## config.mk

```make
export PLATFORM = sky130hd
export DESIGN_NAME = sobel_frame_sequencer
export DESIGN_NICKNAME = d
export VERILOG_FILES = /design/src/rtl/sobel_frame_sequencer.sv
export SDC_FILE = /design/constraint.sdc
export NUM_CORES = 1
export LEC_CHECK = 0
export CAP_MARGIN = 20
export CORE_MARGIN = 2
export CORE_UTILIZATION = 35
export CTS_BUF_LIST = sky130_fd_sc_hd__clkbuf_16
export CTS_CLUSTER_DIAMETER = 150
export DETAILED_ROUTE_END_ITERATION = 8
export GPL_ROUTABILITY_DRIVEN = 0
export PLACE_DENSITY = 0.63
export REMOVE_ABC_BUFFERS = 1
export SLEW_MARGIN = 20
export SYNTH_ARGS = -nofsm -noshare
export SYNTH_HDL_FRONTEND = slang
export SYNTH_SLANG_ARGS = --single-unit
```

## constraint.sdc

```tcl
create_clock -name clk -period 2.5 [get_ports clk]
set_input_delay 0.5 -clock clk [delete_from_list [all_inputs] [get_ports clk]]
set_output_delay 0.5 -clock clk [all_outputs]
set_load 0.02 [all_outputs]
```

## src/rtl/sobel_frame_sequencer.sv

```systemverilog
// Frame controller for the Sobel datapath: paces camera reads, tracks position, rotates line banks.
// Optional idle-input watchdog enabled with `define SOBEL_SEQ_WDT_EN.
//
// state | meaning
// IDLE  | waiting for frame_start, no reads
// PRIME | filling line buffers with rows 0..1
// RUN   | rows 2..V_ACTIVE-1, windows complete
module sobel_frame_sequencer #(
    parameter int H_ACTIVE   = 640,
    parameter int V_ACTIVE   = 480,
    parameter int FIFO_AW    = 10,
    parameter int HIGH_WM    = 896,
    parameter int LOW_WM     = 768,
    parameter int WDT_CYCLES = 65535
) (
    input  logic               clk,
    input  logic               rst,
    input  logic               frame_start,
    input  logic               data_available,
    input  logic [FIFO_AW-1:0] fifo_count,
    output logic               rd_en,
    output logic               pix_valid,
    output logic [9:0]         col,
    output logic [8:0]         row,
    output logic [1:0]         wr_bank,
    output logic [1:0]         top_bank,
    output logic [1:0]         mid_bank,
    output logic               win_valid,
    output logic               sof,
    output logic               eol,
    output logic               eof,
    output logic               hold,
    output logic               busy,
    output logic               err_resync,
    output logic               err_timeout
);

    typedef enum logic [1:0] {IDLE = 2'd0, PRIME = 2'd1, RUN = 2'd2} state_t;

    localparam logic [9:0]         COL_LAST = 10'(H_ACTIVE - 1);
    localparam logic [8:0]         ROW_LAST = 9'(V_ACTIVE - 1);
    localparam logic [FIFO_AW-1:0] HIGH     = FIFO_AW'(HIGH_WM);
    localparam logic [FIFO_AW-1:0] LOW      = FIFO_AW'(LOW_WM);

    state_t     state, state_next;
    logic [9:0] col_cnt;
    logic [8:0] row_cnt;
    logic [1:0] bank;
    logic       line_end, at_last;
    logic       clr_pos, resync, timeout, wdt_expire;

    assign busy     = (state != IDLE);
    assign line_end = (col_cnt == COL_LAST);
    assign at_last  = (state == RUN) && line_end && (row_cnt == ROW_LAST);
    // A frame_start coinciding with the final pixel starts a new frame, so that pixel is still taken.
    assign rd_en    = data_available && busy && !hold && !rst && !(frame_start && !at_last);

    always_comb begin
        state_next = state;
        clr_pos    = 1'b0;
        resync     = 1'b0;
        timeout    = 1'b0;
        case (state)
            IDLE: begin
                if (frame_start) begin
                    state_next = PRIME;
                    clr_pos    = 1'b1;
                end
            end
            PRIME, RUN: begin
                if (frame_start) begin
                    state_next = PRIME;
                    clr_pos    = 1'b1;
                    resync     = !(rd_en && at_last);
                end else if (rd_en && at_last) begin
                    state_next = IDLE;
                end else if (state == PRIME && rd_en && line_end && row_cnt == 9'd1) begin
                    state_next = RUN;
                end else if (wdt_expire) begin
                    state_next = IDLE;
                    timeout    = 1'b1;
                end
            end
            default: state_next = IDLE;
        endcase
    end

    always_ff @(posedge clk) begin
        if (rst) state <= IDLE;
        else     state <= state_next;
    end

    always_ff @(posedge clk) begin
        if (rst || clr_pos) begin
            col_cnt <= '0;
            row_cnt <= '0;
            bank    <= '0;
        end else if (rd_en) begin
            if (line_end) begin
                col_cnt <= '0;
                row_cnt <= row_cnt + 9'd1;
                bank    <= (bank == 2'd2) ? 2'd0 : bank + 2'd1;
            end else begin
                col_cnt <= col_cnt + 10'd1;
            end
        end
    end

    always_ff @(posedge clk) begin
        if (rst) begin
            hold <= 1'b0;
        end else if (fifo_count >= HIGH) begin
            hold <= 1'b1;
        end else if (fifo_count <= LOW) begin
            hold <= 1'b0;
        end
    end

    // Position outputs describe the pixel accepted last cycle; bank is the pre-wrap value.
    always_ff @(posedge clk) begin
        if (rst) begin
            pix_valid  <= 1'b0;
            col        <= '0;
            row        <= '0;
            wr_bank    <= '0;
            top_bank   <= '0;
            mid_bank   <= '0;
            win_valid  <= 1'b0;
            sof        <= 1'b0;
            eol        <= 1'b0;
            eof        <= 1'b0;
            err_resync <= 1'b0;
        end else begin
            pix_valid  <= rd_en;
            err_resync <= resync;
            win_valid  <= rd_en && (row_cnt >= 9'd2) && (col_cnt >= 10'd2);
            sof        <= rd_en && (row_cnt == 9'd0) && (col_cnt == 10'd0);
            eol        <= rd_en && line_end;
            eof        <= rd_en && line_end && (row_cnt == ROW_LAST);
            if (rd_en) begin
                col      <= col_cnt;
                row      <= row_cnt;
                wr_bank  <= bank;
                top_bank <= (bank == 2'd2) ? 2'd0 : bank + 2'd1;
                mid_bank <= (bank == 2'd0) ? 2'd2 : bank - 2'd1;
            end
        end
    end

`ifdef SOBEL_SEQ_WDT_EN
    localparam int WDT_W = $clog2(WDT_CYCLES + 1);
    logic [WDT_W-1:0] wdt_cnt;

    assign wdt_expire = busy && !rd_en && (wdt_cnt == WDT_W'(WDT_CYCLES - 1));

    always_ff @(posedge clk) begin
        if (rst || rd_en || clr_pos || (state_next != state)) wdt_cnt <= '0;
        else if (busy)                                         wdt_cnt <= wdt_cnt + 1'b1;
    end

    always_ff @(posedge clk) begin
        if (rst) err_timeout <= 1'b0;
        else     err_timeout <= timeout;
    end
`else
    logic unused_wdt;
    assign wdt_expire  = 1'b0;
    assign err_timeout = 1'b0;
    assign unused_wdt  = ^{WDT_CYCLES, timeout};
`endif

endmodule

```

Yosys cells after proc, flatten, opt, wreduce, memory -nomap -nowiden

Cells that the tools add are included.

Bits in registers: 55
Word-level logic and storage cells: 80
Output and inout bits: 35
Input port bits: 14

Order comparisons: 4
Reductions and logical operators: 34
Eq/ne operators: 8
Mux-type cells: 12
Bitwise logic cells: 2
$add $sub $neg: 4

Operators by type and width:

| kind                    | number |
|---|---|
| $logic_and A1 B1 Y1     | 17 |
| $mux W2                 | 6 |
| $add A10 B1 Y10 const B | 1 |
| $eq A10 B10 Y1 const B  | 1 |
| $ge A10 B10 Y1 const B  | 1 |
| $ge A10 B2 Y1 const B   | 1 |
| $le A10 B10 Y1 const B  | 1 |
| $logic_not A10 Y1       | 1 |
| $mux W10                | 1 |
| $add A9 B1 Y9 const B   | 1 |
| $eq A9 B1 Y1 const B    | 1 |
| $eq A9 B9 Y1 const B    | 1 |
| $ge A9 B2 Y1 const B    | 1 |
| $logic_not A9 Y1        | 1 |
| $reduce_or A3 Y1        | 2 |
| $logic_not A1 Y1        | 5 |
| $eq A2 B2 Y1 const B    | 2 |
| $logic_not A2 Y1        | 2 |
| $mux W1                 | 4 |
| $ne A4 B4 Y1 const B    | 1 |
| $pmux W2 S2             | 1 |
| $reduce_and A2 Y1       | 2 |
| $reduce_bool A2 Y1      | 2 |
| $add A2 B1 Y2 const B   | 1 |
| 6 further kinds         | 7 |

Logic depth before layout (Yosys ltp)

Word-level depth: 14
Mapped depth: 10
Gate-level depth less buffers: 8

Least setup slack after synthesis

OpenSTA, ideal clock, no wires.

Kind: flip-flop to output port
From: register state[0]
To: output rd_en
Arrival time: 1,871 ps
Slack: 129 ps
Data required time: 2,000 ps
Buffers on the path: 2
Stages on the path, launching flop included: 9
Path through: dfxtp_1 > inv_1 > ha_1 > nor4b_4 > and4_1 > buf_4 > a21oi_4 > inv_1 > clkbuf_1

Cells in the longest elaborated chain, start to end: 7
Elaborated cells on any way between the ends: 11
Classes of those cells: eq/ne: 1; reduce/logical: 10

Ends and longest elaborated chain:

| item                             | line | text |
|---|---|---|
| start: declaration               | 45   | `state_t state, state_next;` |
| start signal: assignment         | 90   | `else state <= state_next;` |
| $eq A2 B2 Y1                     | 54   | `assign at_last = (state == RUN) && line_end && (row_cnt == ROW_LAST);` |
| $logic_and A1 B1 Y1 (2 in a row) | 54   |  |
| $logic_not A1 Y1                 | 56   | `assign rd_en = data_available && busy && !hold && !rst && !(frame_start && !at_last);` |
| $logic_and A1 B1 Y1              | 56   |  |
| $logic_not A1 Y1                 | 56   |  |
| $logic_and A1 B1 Y1 (*)          | 56   |  |
| end: declaration                 | 21   | `output logic rd_en,` |

Every way passes the cells marked *; elsewhere a longest branch is shown, timed or not.

Worst setup path in the final report

From: input rst
To: output rd_en

Cells in the longest elaborated chain, start to end: 3

Ends and longest elaborated chain:

| item                             | line | text |
|---|---|---|
| start: declaration               | 17   | `input logic rst,` |
| $logic_not A1 Y1                 | 56   |  |
| $logic_and A1 B1 Y1 (2 in a row) | 56   |  |

No other way between the ends.

==> impl_results.html <==
<table>
<tr><th>Metric</th><th>Value</th></tr>
<tr><th colspan="2">Status</th></tr>
<tr><td>Result of the run</td><td>finished, final reports clean</td></tr>
<tr><th colspan="2">STA</th></tr>
<tr><td>Total negative setup slack</td><td>0 ps</td></tr>
<tr><td>Post-layout minimum cycle time</td><td>2390 ps</td></tr>
<tr><td>Final hold violations</td><td>0</td></tr>
<tr><td>RSZ-0062 raised after global routing</td><td>no</td></tr>
<tr><td>F_max</td><td>0.418 GHz</td></tr>
<tr><td>Final Slew Violations</td><td>0</td></tr>
<tr><td>Post-route clock period utilization</td><td>95.7%</td></tr>
<tr><td>Final worst hold slack</td><td>447 ps</td></tr>
<tr><td>Worst-case clock skew</td><td>5.38 ps</td></tr>
<tr><td>Final setup violation count</td><td>0</td></tr>
<tr><th colspan="2">Global routing</th></tr>
<tr><td>Wire length of the first global-routing pass</td><td>10000 um</td></tr>
<tr><td>Aggregate global-route resource usage</td><td>16.2%</td></tr>
<tr><td>Number of global-route vias before repair</td><td>2147</td></tr>
<tr><td>Pin count of the biggest net entering global routing</td><td>33</td></tr>
<tr><td>Total gr overflow</td><td>0</td></tr>
<tr><td>Initial antenna violation count</td><td>0</td></tr>
<tr><th colspan="2">Setup path</th></tr>
<tr><td>Required time worst endpoint</td><td>2000 ps</td></tr>
<tr><td>Critical Path Sink</td><td>rd_en</td></tr>
<tr><td>Largest driver fanout on the critical path</td><td>4</td></tr>
<tr><td>Setup crit start</td><td>rst</td></tr>
<tr><td>Element type at the critical path end</td><td>output port</td></tr>
<tr><td>Start of the worst register-to-register path</td><td>state[1]$_SDFFE_PP0P_</td></tr>
<tr><td>Reg-to-reg setup timing slack</td><td>260 ps</td></tr>
<tr><td>Endpoint of the most critical register-to-register path</td><td>col_cnt[9]$_SDFFE_PP0N_</td></tr>
<tr><td>Arrival time at the worst endpoint</td><td>1890 ps</td></tr>
<tr><td>Critical path type</td><td>input pin to output port</td></tr>
<tr><td>Crit path launch type</td><td>input pin</td></tr>
<tr><td>Worst reg-to-reg path cell count</td><td>8</td></tr>
<tr><th colspan="2">Route</th></tr>
<tr><td>Number of DRC markers after the initial detailed-route iteration</td><td>76</td></tr>
<tr><td>Number of detailed-routing iterations run before antenna repair</td><td>4</td></tr>
<tr><td>Post-DR wirelength/cell</td><td>12.9 um</td></tr>
<tr><td>Total detailed-routing wirelength</td><td>5950 um</td></tr>
<tr><td>Overall via count from detail_route</td><td>2271</td></tr>
<tr><td>Post-route DRC</td><td>0</td></tr>
<tr><td>Post-DR vias/cell</td><td>4.94</td></tr>
<tr><td>Antenna Nets Post-Route</td><td>0</td></tr>
<tr><th colspan="2">Finish</th></tr>
<tr><td>Area of all placed cells without fillers</td><td>3330 um^2</td></tr>
<tr><td>Count of nets after finishing</td><td>391</td></tr>
<tr><td>Antenna diode count</td><td>0</td></tr>
<tr><td>Commonest non-fill, non-tap cells in the layout</td><td>sky130_fd_sc_hd__nand2_1 (67), sky130_fd_sc_hd__dfxtp_1 (55), sky130_fd_sc_hd__clkdlybuf4s50_1 (46)</td></tr>
<tr><td>Final core occ</td><td>48.5%</td></tr>
<tr><td>Leading cell type in the layout, fill and taps excluded</td><td>sky130_fd_sc_hd__nand2_1</td></tr>
<tr><td>Fraction of final layout cells sized beyond drive strength 1</td><td>10.2%</td></tr>
<tr><td>Layout area overhead</td><td>33.2%</td></tr>
<tr><th colspan="2">Clock network</th></tr>
<tr><td>Inserted Clock Buffers</td><td>5</td></tr>
<tr><td>Clock transition at the registers of the reported paths</td><td>70 ps</td></tr>
<tr><td>Maximum buffer depth of the clock tree</td><td>2</td></tr>
<tr><td>Clock tree from TritonCTS</td><td>yes</td></tr>
<tr><td>H-tree lvl count</td><td>2</td></tr>
<tr><td>Clock Sink Count</td><td>55</td></tr>
<tr><td>Clock tree root driver cell</td><td>sky130_fd_sc_hd__clkbuf_16</td></tr>
<tr><td>Clock latency reported for the late side of the worst-skew pair</td><td>290 ps</td></tr>
<tr><th colspan="2">Die</th></tr>
<tr><td>Std-Cell Core Area</td><td>6870 um^2</td></tr>
<tr><td>IO Pins</td><td>49</td></tr>
<tr><td>Die Y</td><td>88.5 um</td></tr>
<tr><td>Std cell rows</td><td>30</td></tr>
<tr><td>Die Area</td><td>7840 um^2</td></tr>
<tr><td>Starting utilization of the core area</td><td>36.4%</td></tr>
<tr><td>Die X</td><td>88.5 um</td></tr>
<tr><th colspan="2">Pwr</th></tr>
<tr><td>Power per cell area</td><td>497 nW/um^2</td></tr>
<tr><td>Combinational group share of total power</td><td>5.7%</td></tr>
<tr><td>P_int</td><td>1.29 mW</td></tr>
<tr><td>Switch Pwr</td><td>0.364 mW</td></tr>
<tr><td>Sw frac</td><td>22.0%</td></tr>
<tr><td>Worst voltage drop across the vdd grid</td><td>0.282 mV</td></tr>
<tr><td>Tot Pwr</td><td>1.65 mW</td></tr>
<tr><td>Standby leakage power</td><td>1.20 nW</td></tr>
<tr><td>Clock network fraction of design power</td><td>41.0%</td></tr>
<tr><td>Power share of the sequential group</td><td>53.3%</td></tr>
<tr><th colspan="2">Placed design</th></tr>
<tr><td>Total half-perimeter wirelength after legalization and detailed placement</td><td>4060 um</td></tr>
<tr><td>Count of buffers from port buffering</td><td>47</td></tr>
<tr><td>Placed instance area</td><td>3190 um^2</td></tr>
<tr><th colspan="2">Synth</th></tr>
<tr><td>Xor/xnor cell area share of the yosys netlist</td><td>0.700%</td></tr>
<tr><td>Post-synthesis cell type count</td><td>42</td></tr>
<tr><td>Mux cell area share after synthesis</td><td>2.00%</td></tr>
<tr><td>Number of storage elements in the synthesis netlist</td><td>55</td></tr>
<tr><td>Post-synthesis async set-or-reset flop share</td><td>0%</td></tr>
<tr><td>Top-area cell type share of the netlist area</td><td>44.0%</td></tr>
<tr><td>Cell type with the largest total area after synthesis</td><td>sky130_fd_sc_hd__dfxtp_1</td></tr>
<tr><td>Number of synthesis warnings</td><td>0</td></tr>
<tr><td>Top cells by area, synth</td><td>sky130_fd_sc_hd__dfxtp_1 (44%), sky130_fd_sc_hd__nand2_1 (10%), sky130_fd_sc_hd__a21oi_1 (7.4%)</td></tr>
<tr><td>Cells after Synth</td><td>301</td></tr>
<tr><td>Combined area of all synthesized cells</td><td>2500 um^2</td></tr>
<tr><td>Main combinational cell family by area after synthesis</td><td>simple AND/OR/NAND/NOR gates</td></tr>
<tr><td>EDFF count, synth</td><td>0</td></tr>
<tr><td>Proportion of synthesized chip area in sequential cells</td><td>44.0%</td></tr>
<tr><td>Average cell area after synthesis</td><td>8.31 um^2</td></tr>
<tr><td>Primary FF master, synth</td><td>sky130_fd_sc_hd__dfxtp_1</td></tr>
<tr><td>Adder and majority cell fraction of the synthesized area</td><td>7.00%</td></tr>
<tr><td>Area share of and/or/nand/nor cells after synthesis</td><td>26.9%</td></tr>
<tr><td>Share of the synthesized area in compound gates (AO/OA/AOI/OAI)</td><td>13.8%</td></tr>
<tr><th colspan="2">Job</th></tr>
<tr><td>Maximum Capacitance Violations</td><td>0</td></tr>
<tr><th colspan="2">Hold path</th></tr>
<tr><td>Worst min-delay path class</td><td>flip-flop to flip-flop</td></tr>
</table>
[metrics by stage]
stage,cells,worst slack [ps]
2_1_floorplan,284,-160
3_3_place_gp,451,-301
3_5_place_dp,451,-332
4_1_cts,459,32.8
5_1_grt,460,23.4
6_report,460,108
[worst max-delay path, cell delays in order]
cell	delay, ps
sky130_fd_sc_hd__clkdlybuf4s50_1	460
sky130_fd_sc_hd__nor4b_4	340
sky130_fd_sc_hd__and4_4	290
sky130_fd_sc_hd__a21oi_4	70
sky130_fd_sc_hd__inv_1	70
sky130_fd_sc_hd__buf_2	160
[per-layer routing]
| layer | routed length (um) | GRT usage, % |
|---|---|---|
| met4 | 84 | 5.23 |
| met2 | 2750 | 27.1 |
| met1 | 2840 | 20.9 |
| met5 | 0 | 0 |
| met3 | 269 | 3.36 |
[cells by family (layout without fill, tap and decap cells)]
| group | Yosys count | after routing |
|---|---|---|
| buf+inv | 30 | 93 |
| fa+ha+maj | 14 | 14 |
| other cells | 1 | 1 |
| flops | 55 | 55 |
| mux | 5 | 5 |
| simple gates | 134 | 134 |
| compound gates | 60 | 60 |
| xor+xnor | 2 | 2 |
[synthesized netlist by cell type (2+ instances only)]
master                     number
sky130_fd_sc_hd__a31oi_1        2
sky130_fd_sc_hd__nand2_1       67
sky130_fd_sc_hd__o31ai_1        2
sky130_fd_sc_hd__o21ai_0        8
sky130_fd_sc_hd__nor3_1         9
sky130_fd_sc_hd__o211ai_1       2
sky130_fd_sc_hd__buf_2          3
sky130_fd_sc_hd__nand3_1        9
sky130_fd_sc_hd__dfxtp_1       55
sky130_fd_sc_hd__a211oi_1       4
sky130_fd_sc_hd__inv_1         12
sky130_fd_sc_hd__or3_1         11
sky130_fd_sc_hd__ha_1          14
sky130_fd_sc_hd__or4_1          2
sky130_fd_sc_hd__and3_1         2
sky130_fd_sc_hd__nor4_1         6
sky130_fd_sc_hd__and4_1         3
sky130_fd_sc_hd__clkbuf_1       9
sky130_fd_sc_hd__nor2_1         6
sky130_fd_sc_hd__buf_4          3
sky130_fd_sc_hd__a21oi_1       37
sky130_fd_sc_hd__nand4_1        8
sky130_fd_sc_hd__mux2i_1        5
sky130_fd_sc_hd__nand2b_1       3
sky130_fd_sc_hd__o311ai_0       2
[worst min-delay path by stage]
stage | startpoint | endpoint | slack (ps) | cells after the start
after floorplan | row_cnt[8]$_SDFFE_PP0P_ | row[8]$_SDFFE_PP0N_ | 460 | 2
after global placement | col[9]$_SDFFE_PP0N_ | col[9]$_SDFFE_PP0N_ | 440 | 2
after detailed placement | col[9]$_SDFFE_PP0N_ | col[9]$_SDFFE_PP0N_ | 440 | 2
after CTS | col[9]$_SDFFE_PP0N_ | col[9]$_SDFFE_PP0N_ | 450 | 2
after global routing | wr_bank[1]$_SDFFE_PP0N_ | wr_bank[1]$_SDFFE_PP0N_ | 460 | 2
final | col[9]$_SDFFE_PP0N_ | col[9]$_SDFFE_PP0N_ | 450 | 2
[what timing repair did]
action	CTS	global route
buffers inserted	0	1
hold buffers	0	0
pin swaps	0	3
setup endpoints to repair	1	3
gates resized for setup	4	1
[layout make-up]
type                    count  area, um^2
clock inverters             3        15.0
repair buffers             72         653
fillers                   676        3540
flip-flops and latches     55        1100
inverters                  13        48.8
multi-input cells         216        1270
clock buffers               5         125
well taps                  96         120
[power groups by stage]
| stage | sequential, mW | clock (mW) | combinational (mW) |
|---|---|---|---|
| after detailed placement | 0.902 | 0 | 0.0949 |
| after global placement | 0.902 | 0 | 0.0937 |
| final | 0.881 | 0.679 | 0.0938 |
| after CTS | 0.881 | 0.696 | 0.0951 |
| after floorplan | 0.905 | 0 | 0.0318 |
| after global routing | 0.881 | 0.727 | 0.102 |
[registers in the layout, summed over array words and instances, names as in the netlist]
name / cells
hold: 1
eol: 1
state: 2
pix_valid: 1
bank: 2
mid_bank: 2
win_valid: 1
sof: 1
col: 10
top_bank: 2
err_resync: 1
row: 9
row_cnt: 9
eof: 1
col_cnt: 10
wr_bank: 2
(Power assumes the default switching activity.)
